**src/rtl/sdl_video_out.sv**
```systemverilog
// rtl/sdl_video_out.sv - latency-aligned layer compositor and 8-bit channel expander for the SDL harness; optional grid overlay under SDL_VIDEO_OUT_GRID_EN
module sdl_video_out #(
  parameter int CORDW  = 12,
  parameter int CHANW  = 4,
  parameter int LAYERS = 2,
  parameter int LAT    = 2,
  parameter int FCW    = 16
`ifdef SDL_VIDEO_OUT_GRID_EN
  ,
  parameter int GRID_SHIFT = 5
`endif
) (
  input  logic                       clk_pix,
  input  logic                       rst_pix,
  input  logic signed [CORDW-1:0]    sx,
  input  logic signed [CORDW-1:0]    sy,
  input  logic                       de,
  input  logic                       frame,
  input  logic [LAYERS*3*CHANW-1:0]  layer_rgb,
  input  logic [LAYERS-1:0]          layer_opaque,
  input  logic [3*CHANW-1:0]         bg_rgb,
`ifdef SDL_VIDEO_OUT_GRID_EN
  input  logic                       grid_on,
`endif
  output logic signed [CORDW-1:0]    sdl_sx,
  output logic signed [CORDW-1:0]    sdl_sy,
  output logic                       sdl_de,
  output logic                       sdl_frame,
  output logic [7:0]                 sdl_r,
  output logic [7:0]                 sdl_g,
  output logic [7:0]                 sdl_b,
  output logic [FCW-1:0]             frame_count
);

  // Timing signals as seen in the same cycle as the pixel-source data.
  logic signed [CORDW-1:0] al_sx;
  logic signed [CORDW-1:0] al_sy;
  logic                    al_de;
  logic                    al_frame;

  generate
    if (LAT == 0) begin : g_nodly
      assign al_sx    = sx;
      assign al_sy    = sy;
      assign al_de    = de;
      assign al_frame = frame;
    end else begin : g_dly
      logic signed [CORDW-1:0] sx_q    [LAT];
      logic signed [CORDW-1:0] sy_q    [LAT];
      logic                    de_q    [LAT];
      logic                    frame_q [LAT];

      // Shift timing signals down the pipe; reset empties it so stale frames are dropped.
      always_ff @(posedge clk_pix) begin
        if (rst_pix) begin
          for (int i = 0; i < LAT; i++) begin
            sx_q[i]    <= '0;
            sy_q[i]    <= '0;
            de_q[i]    <= 1'b0;
            frame_q[i] <= 1'b0;
          end
        end else begin
          sx_q[0]    <= sx;
          sy_q[0]    <= sy;
          de_q[0]    <= de;
          frame_q[0] <= frame;
          for (int i = 1; i < LAT; i++) begin
            sx_q[i]    <= sx_q[i-1];
            sy_q[i]    <= sy_q[i-1];
            de_q[i]    <= de_q[i-1];
            frame_q[i] <= frame_q[i-1];
          end
        end
      end

      assign al_sx    = sx_q[LAT-1];
      assign al_sy    = sy_q[LAT-1];
      assign al_de    = de_q[LAT-1];
      assign al_frame = frame_q[LAT-1];
    end
  endgenerate

  // Replicate the channel MSB-first to fill 8 bits so full scale lands on 0xFF.
  function automatic logic [7:0] expand(input logic [CHANW-1:0] c);
    logic [7:0] e;
    e = '0;
    for (int k = 0; k < 8; k++) begin
      e[7-k] = c[CHANW-1-(k % CHANW)];
    end
    return e;
  endfunction

  logic [3*CHANW-1:0] pix;
  logic [23:0]        rgb_d;
  logic [23:0]        rgb_q;
  logic signed [CORDW-1:0] sx_out_q;
  logic signed [CORDW-1:0] sy_out_q;
  logic               de_out_q;
  logic               frame_out_q;
  logic [FCW-1:0]     fc_d;
  logic [FCW-1:0]     fc_q;

  // Pick the highest-priority opaque layer (lowest index), expand, then apply overlay and blanking.
  always_comb begin
    pix = bg_rgb;
    for (int i = LAYERS - 1; i >= 0; i--) begin
      if (layer_opaque[i]) begin
        pix = layer_rgb[i*3*CHANW +: 3*CHANW];
      end
    end
    rgb_d = {expand(pix[3*CHANW-1 -: CHANW]),
             expand(pix[2*CHANW-1 -: CHANW]),
             expand(pix[CHANW-1:0])};
`ifdef SDL_VIDEO_OUT_GRID_EN
    if (grid_on && ((al_sx[GRID_SHIFT-1:0] == '0) || (al_sy[GRID_SHIFT-1:0] == '0))) begin
      rgb_d = '1;
    end
`endif
    if (!al_de) begin
      rgb_d = '0;
    end
    fc_d = fc_q + FCW'(frame_out_q);
  end

  // Output register; the counter advances one cycle after a frame pulse is presented.
  always_ff @(posedge clk_pix) begin
    if (rst_pix) begin
      sx_out_q    <= '0;
      sy_out_q    <= '0;
      de_out_q    <= 1'b0;
      frame_out_q <= 1'b0;
      rgb_q       <= '0;
      fc_q        <= '0;
    end else begin
      sx_out_q    <= al_sx;
      sy_out_q    <= al_sy;
      de_out_q    <= al_de;
      frame_out_q <= al_frame;
      rgb_q       <= rgb_d;
      fc_q        <= fc_d;
    end
  end

  assign sdl_sx      = sx_out_q;
  assign sdl_sy      = sy_out_q;
  assign sdl_de      = de_out_q;
  assign sdl_frame   = frame_out_q;
  assign sdl_r       = rgb_q[23:16];
  assign sdl_g       = rgb_q[15:8];
  assign sdl_b       = rgb_q[7:0];
  assign frame_count = fc_q;

endmodule

```
**config.mk**
```make
export PLATFORM = sky130hd
export DESIGN_NAME = sdl_video_out
export DESIGN_NICKNAME = d
export VERILOG_FILES = /design/src/rtl/sdl_video_out.sv
export SDC_FILE = /design/constraint.sdc
export NUM_CORES = 1
export LEC_CHECK = 0
export ABC_CLOCK_PERIOD_IN_PS = 2100
export BUFFER_PORTS_ARGS = -buffer_cell sky130_fd_sc_hd__buf_2
export CORE_MARGIN = 2
export CORE_UTILIZATION = 48
export DETAILED_ROUTE_END_ITERATION = 10
export PLACE_DENSITY_LB_ADDON = 0.25
export SETUP_SLACK_MARGIN = 0.1
export SYNTH_ARGS = -nofsm -noshare
export SYNTH_HDL_FRONTEND = slang
export SYNTH_SLANG_ARGS = --single-unit
```
**constraint.sdc**
```tcl
create_clock -name clk_pix -period 2.1 [get_ports clk_pix]
set_clock_uncertainty 0.05 [all_clocks]
set_input_delay 0.21 -clock clk_pix [delete_from_list [all_inputs] [get_ports clk_pix]]
set_output_delay 0.21 -clock clk_pix [all_outputs]
set_load 0.02 [all_outputs]
```
==> tab_implementation.tex <==
\begin{tabular}{lr}
\hline
Metric & Value \\
\hline
\multicolumn{2}{l}{\textbf{Outcome}} \\
Outcome & completed \\
\multicolumn{2}{l}{\textbf{Route}} \\
Wire length after detailed routing & 6.51 mm \\
WL/cell & 11.7 um \\
Number of design-rule violations left by the first detailed-router iteration & 48 \\
DRC violation count after routing & 0 \\
Pre-antenna DRT Iters & 4 \\
Via count & 2503 \\
Via density per instance & 4.51 \\
Antenna-violating nets left & 0 \\
\multicolumn{2}{l}{\textbf{Synthesis}} \\
Distinct cell type count after synthesis & 28 \\
Most instantiated library cell after synthesis & sky130\_fd\_sc\_hd\_\_dfxtp\_1 \\
Most area-hungry cell type in the Yosys netlist & sky130\_fd\_sc\_hd\_\_dfxtp\_1 \\
Most common library cells after synthesis & sky130\_fd\_sc\_hd\_\_dfxtp\_1, sky130\_fd\_sc\_hd\_\_nor2b\_1, sky130\_fd\_sc\_hd\_\_nor2\_1 \\
Seq/Total Area, Yosys & 0.608 \\
Total of flip-flops plus latches after synthesis & 106 \\
Synth Flop Type & sky130\_fd\_sc\_hd\_\_dfxtp\_1 \\
Synthesis warning total & 0 \\
Synthesized netlist cell count & 310 \\
Number of nets produced by synthesis & 379 \\
Most area-consuming cells after synthesis & sky130\_fd\_sc\_hd\_\_dfxtp\_1, sky130\_fd\_sc\_hd\_\_nor2b\_1, sky130\_fd\_sc\_hd\_\_mux2\_2, sky130\_fd\_sc\_hd\_\_mux2i\_1, sky130\_fd\_sc\_hd\_\_buf\_4 \\
Post-synth ARST share & 0 \\
Share of the synthesized area in the top cell type & 0.608 \\
Cell area after synthesis & 0.00349 mm2 \\
Post-synth EDFFs & 0 \\
Synth Area per Inst & 11.3 um2 \\
\multicolumn{2}{l}{\textbf{Power}} \\
Internal Pwr Total & 2.81 mW \\
Gate power share & 0.073 \\
Total design power & 3.66 mW \\
Part of the total power dissipated in the clock network & 0.357 \\
Sequential fraction of design power & 0.570 \\
Power density over cell area & 802 mW/mm2 \\
Leakage power of the design & 2.15 nW \\
Switching power share of the total & 0.233 \\
Maximum vdd ir drop & 0.000531 V \\
P\_sw & 0.852 mW \\
\multicolumn{2}{l}{\textbf{Place}} \\
Post-place instance area & 0.00414 mm2 \\
Number of buffers inserted by port buffering & 131 \\
Weighted congestion reported at the end of routability-driven placement & 0.794 \\
Placed wire-length estimate & 4.40 mm \\
\multicolumn{2}{l}{\textbf{Min path}} \\
Class of the tightest hold or removal check & in -> reg \\
Worst hold path stage count & 2 \\
Destination of the worst hold path & g\_dly.de\_q[0][0]\$\_SDFF\_PP0\_ \\
Start point of the worst hold path & de \\
\multicolumn{2}{l}{\textbf{Critical path}} \\
CP Buf/Inv Count & 0 \\
Crit path DAT & 2.07 ns \\
Top cell family by delay on the critical path & simple AND/OR/NAND/NOR gates \\
RR Startpoint & sdl\_frame\$\_SDFF\_PP0\_ \\
Capturing element type of the critical path & register \\
Cell chain of the critical path & ha\_1, ha\_1, nand4\_2, or4\_1, a21oi\_1 \\
Setup slack on the worst flop-to-flop path & 0.28 ns \\
Crit path kind & reg -> reg \\
Terminus of the critical flop-to-flop path & frame\_count[12]\$\_SDFF\_PP0\_ \\
Required time of the worst setup path & 2.35 ns \\
Worst-path maximum fanout & 9 \\
Largest stage delay, worst path & 0.52 ns \\
Crit start category & register \\
Worst-case reg-to-reg path depth & 5 \\
CP max-delay cell & sky130\_fd\_sc\_hd\_\_or4\_1 \\
Most common cell on crit path & sky130\_fd\_sc\_hd\_\_ha\_1 \\
\multicolumn{2}{l}{\textbf{Timing}} \\
Final hold violation count & 0 \\
Maximum clock rate & 551 MHz \\
Post-layout min period & 1.82 ns \\
Period Utilization, post-route & 0.865 \\
Slew of the pin with the lowest slew margin & 0.480 ns \\
Hold Worst Slack & 0.0222 ns \\
Slew margin rel. & 0.680 \\
Max Slew Vio Count & 0 \\
Unrepaired setup endpoints after global routing & no \\
Aggregate negative setup slack & 0 ns \\
Setup-violating endpoint count in the final report & 0 \\
\multicolumn{2}{l}{\textbf{Clock network}} \\
Worst skew pair latency & 0.36 ns \\
CTS tree & yes \\
Clock buffers created by TritonCTS & 9 \\
Maximum buffer depth of the clock tree & 2 \\
Post-CTS setup-driven buffer insertion count & 0 \\
Root Buffer & sky130\_fd\_sc\_hd\_\_clkbuf\_8 \\
H-tree levels & 3 \\
Clock sink total & 106 \\
Clock transition time at the flip-flop clock pins of the worst setup and hold paths & 0.11 ns \\
Post-cts sizing count & 0 \\
\multicolumn{2}{l}{\textbf{Final layout}} \\
Final cell area excluding filler cells & 0.00456 mm2 \\
Layout overhead on the synthesized area & 30.8\% \\
Fraction of layout instances using a drive strength above 1 & 0.371 \\
Fraction of the core area covered by cells at the end of the flow & 0.640 \\
Number of inserted diodes & 0 \\
Fill cell total of the finished layout & 590 \\
Layout Nets & 520 \\
\multicolumn{2}{l}{\textbf{Floorplanning}} \\
Row Count & 31 \\
Boundary pin count & 132 \\
Width of the die & 89.3 um \\
Core region area & 0.00714 mm2 \\
Initial Util & 0.489 \\
Die Y & 89.3 um \\
Die outline area & 0.00797 mm2 \\
\multicolumn{2}{l}{\textbf{Global routing}} \\
Global route overflow & 0 \\
Via count of the first global-routing pass & 2226 \\
Wire length of the first global-routing pass & 9.60 mm \\
GR Util All Layers & 0.160 \\
Pin count of the biggest net entering global routing & 32 \\
Initial antenna violation count & 0 \\
\multicolumn{2}{l}{\textbf{Job}} \\
Number of max-cap violations & 0 \\
\hline
\end{tabular}
[cell families (layout without fill, tap and decap cells)]
| group | after synthesis | count (layout) | synth area share |
|---|---|---|---|
| AOI/OAI and AO/OA | 14 | 14 | 0.0230 |
| xor gates and xnor gates | 3 | 3 | 0.00753 |
| adders and majority gates | 3 | 3 | 0.0108 |
| buffers and inverters | 30 | 176 | 0.0484 |
| DFF | 106 | 106 | 0.608 |
| muxes | 28 | 28 | 0.0861 |
| and+or+nand+nor | 126 | 126 | 0.216 |
[placed cells by master (no fill, tap or decap), types with 4 or more instances in the layout]
cell type / instances
sky130_fd_sc_hd__mux2i_1: 12
sky130_fd_sc_hd__or4_1: 4
sky130_fd_sc_hd__nor2b_1: 82
sky130_fd_sc_hd__nand3_1: 4
sky130_fd_sc_hd__nor2_1: 20
sky130_fd_sc_hd__inv_1: 5
sky130_fd_sc_hd__dlygate4sd3_1: 21
sky130_fd_sc_hd__nor4_1: 4
sky130_fd_sc_hd__mux2_2: 16
sky130_fd_sc_hd__clkbuf_8: 9
sky130_fd_sc_hd__o31ai_1: 4
sky130_fd_sc_hd__dfxtp_1: 106
sky130_fd_sc_hd__a21oi_1: 7
sky130_fd_sc_hd__buf_2: 131
[through the flow]
| step | setup WS (ns) | cells |
|---|---|---|
| 2_1_floorplan | 0.331 | 310 |
| 3_3_place_gp | 0.403 | 518 |
| 3_5_place_dp | 0.291 | 518 |
| 4_1_cts | 0.286 | 554 |
| 5_1_grt | 0.138 | 555 |
| 6_report | 0.283 | 555 |
[power groups by stage]
| stage | sequential [mW] | combinational [mW] | clock [mW] |
|---|---|---|---|
| 2_1_floorplan | 2.16 | 0.124 | 0 |
| 3_3_place_gp | 2.13 | 0.234 | 0 |
| 3_5_place_dp | 2.13 | 0.237 | 0 |
| 4_1_cts | 2.09 | 0.266 | 1.35 |
| 5_1_grt | 2.09 | 0.295 | 1.45 |
| 6_report | 2.09 | 0.267 | 1.31 |
[state kept, by name, indices dropped and copies added, names as in the netlist]
name,flops
g_dly.sx_q,24
g_dly.sy_q,24
frame_count,16
rgb_q,12
sdl_sx,12
sdl_sy,12
g_dly.de_q,2
g_dly.frame_q,2
sdl_de,1
sdl_frame,1
[worst max path at each step]
stage                               from                         end  slack (ns)  depth (start not counted)
2_1_floorplan  frame_count[0]$_SDFF_PP0_  frame_count[14]$_SDFF_PP0_        0.33                          5
3_3_place_gp        sdl_frame$_SDFF_PP0_  frame_count[14]$_SDFF_PP0_        0.40                          5
3_5_place_dp        sdl_frame$_SDFF_PP0_  frame_count[12]$_SDFF_PP0_        0.29                          5
4_1_cts             sdl_frame$_SDFF_PP0_  frame_count[12]$_SDFF_PP0_        0.29                          5
5_1_grt             sdl_frame$_SDFF_PP0_  frame_count[12]$_SDFF_PP0_        0.14                          5
6_report            sdl_frame$_SDFF_PP0_  frame_count[12]$_SDFF_PP0_        0.28                          5
[worst register-to-register path, delay by kind of cell (launching register included)]
| kind | cells | cell delay [ns] |
|---|---|---|
| flops | 1 | 0.39 |
| fa+ha+maj | 2 | 0.40 |
| compound gates | 1 | 0.15 |
| simple gates | 2 | 0.77 |
[per-layer routing]
layer / vias to the layer above / part of all wire / global-route usage
met5: - / 0 / 0
met4: 0 / 0.017 / 0.0787
met3: 13 / 0.080 / 0.0572
met2: 97 / 0.48 / 0.267
met1: 1117 / 0.42 / 0.181
li1: 1276 / - / -
[area by class of cell]
type                       count  area (um2)  area share
timing repair buffer         155         888       0.195
clock inverter                 7        90.1      0.0197
inverter                       5        18.8     0.00411
sequential                   106        2120       0.465
tap                           99         124      0.0271
multi-input combinational    174        1200       0.262
clock buffer                   9         124      0.0271
[timing repair]
item	in CTS	in global routing
hold endpoints to repair	20	1
hold buffers	20	1
setup endpoints to repair	0	0
(Power assumes the default switching activity.)
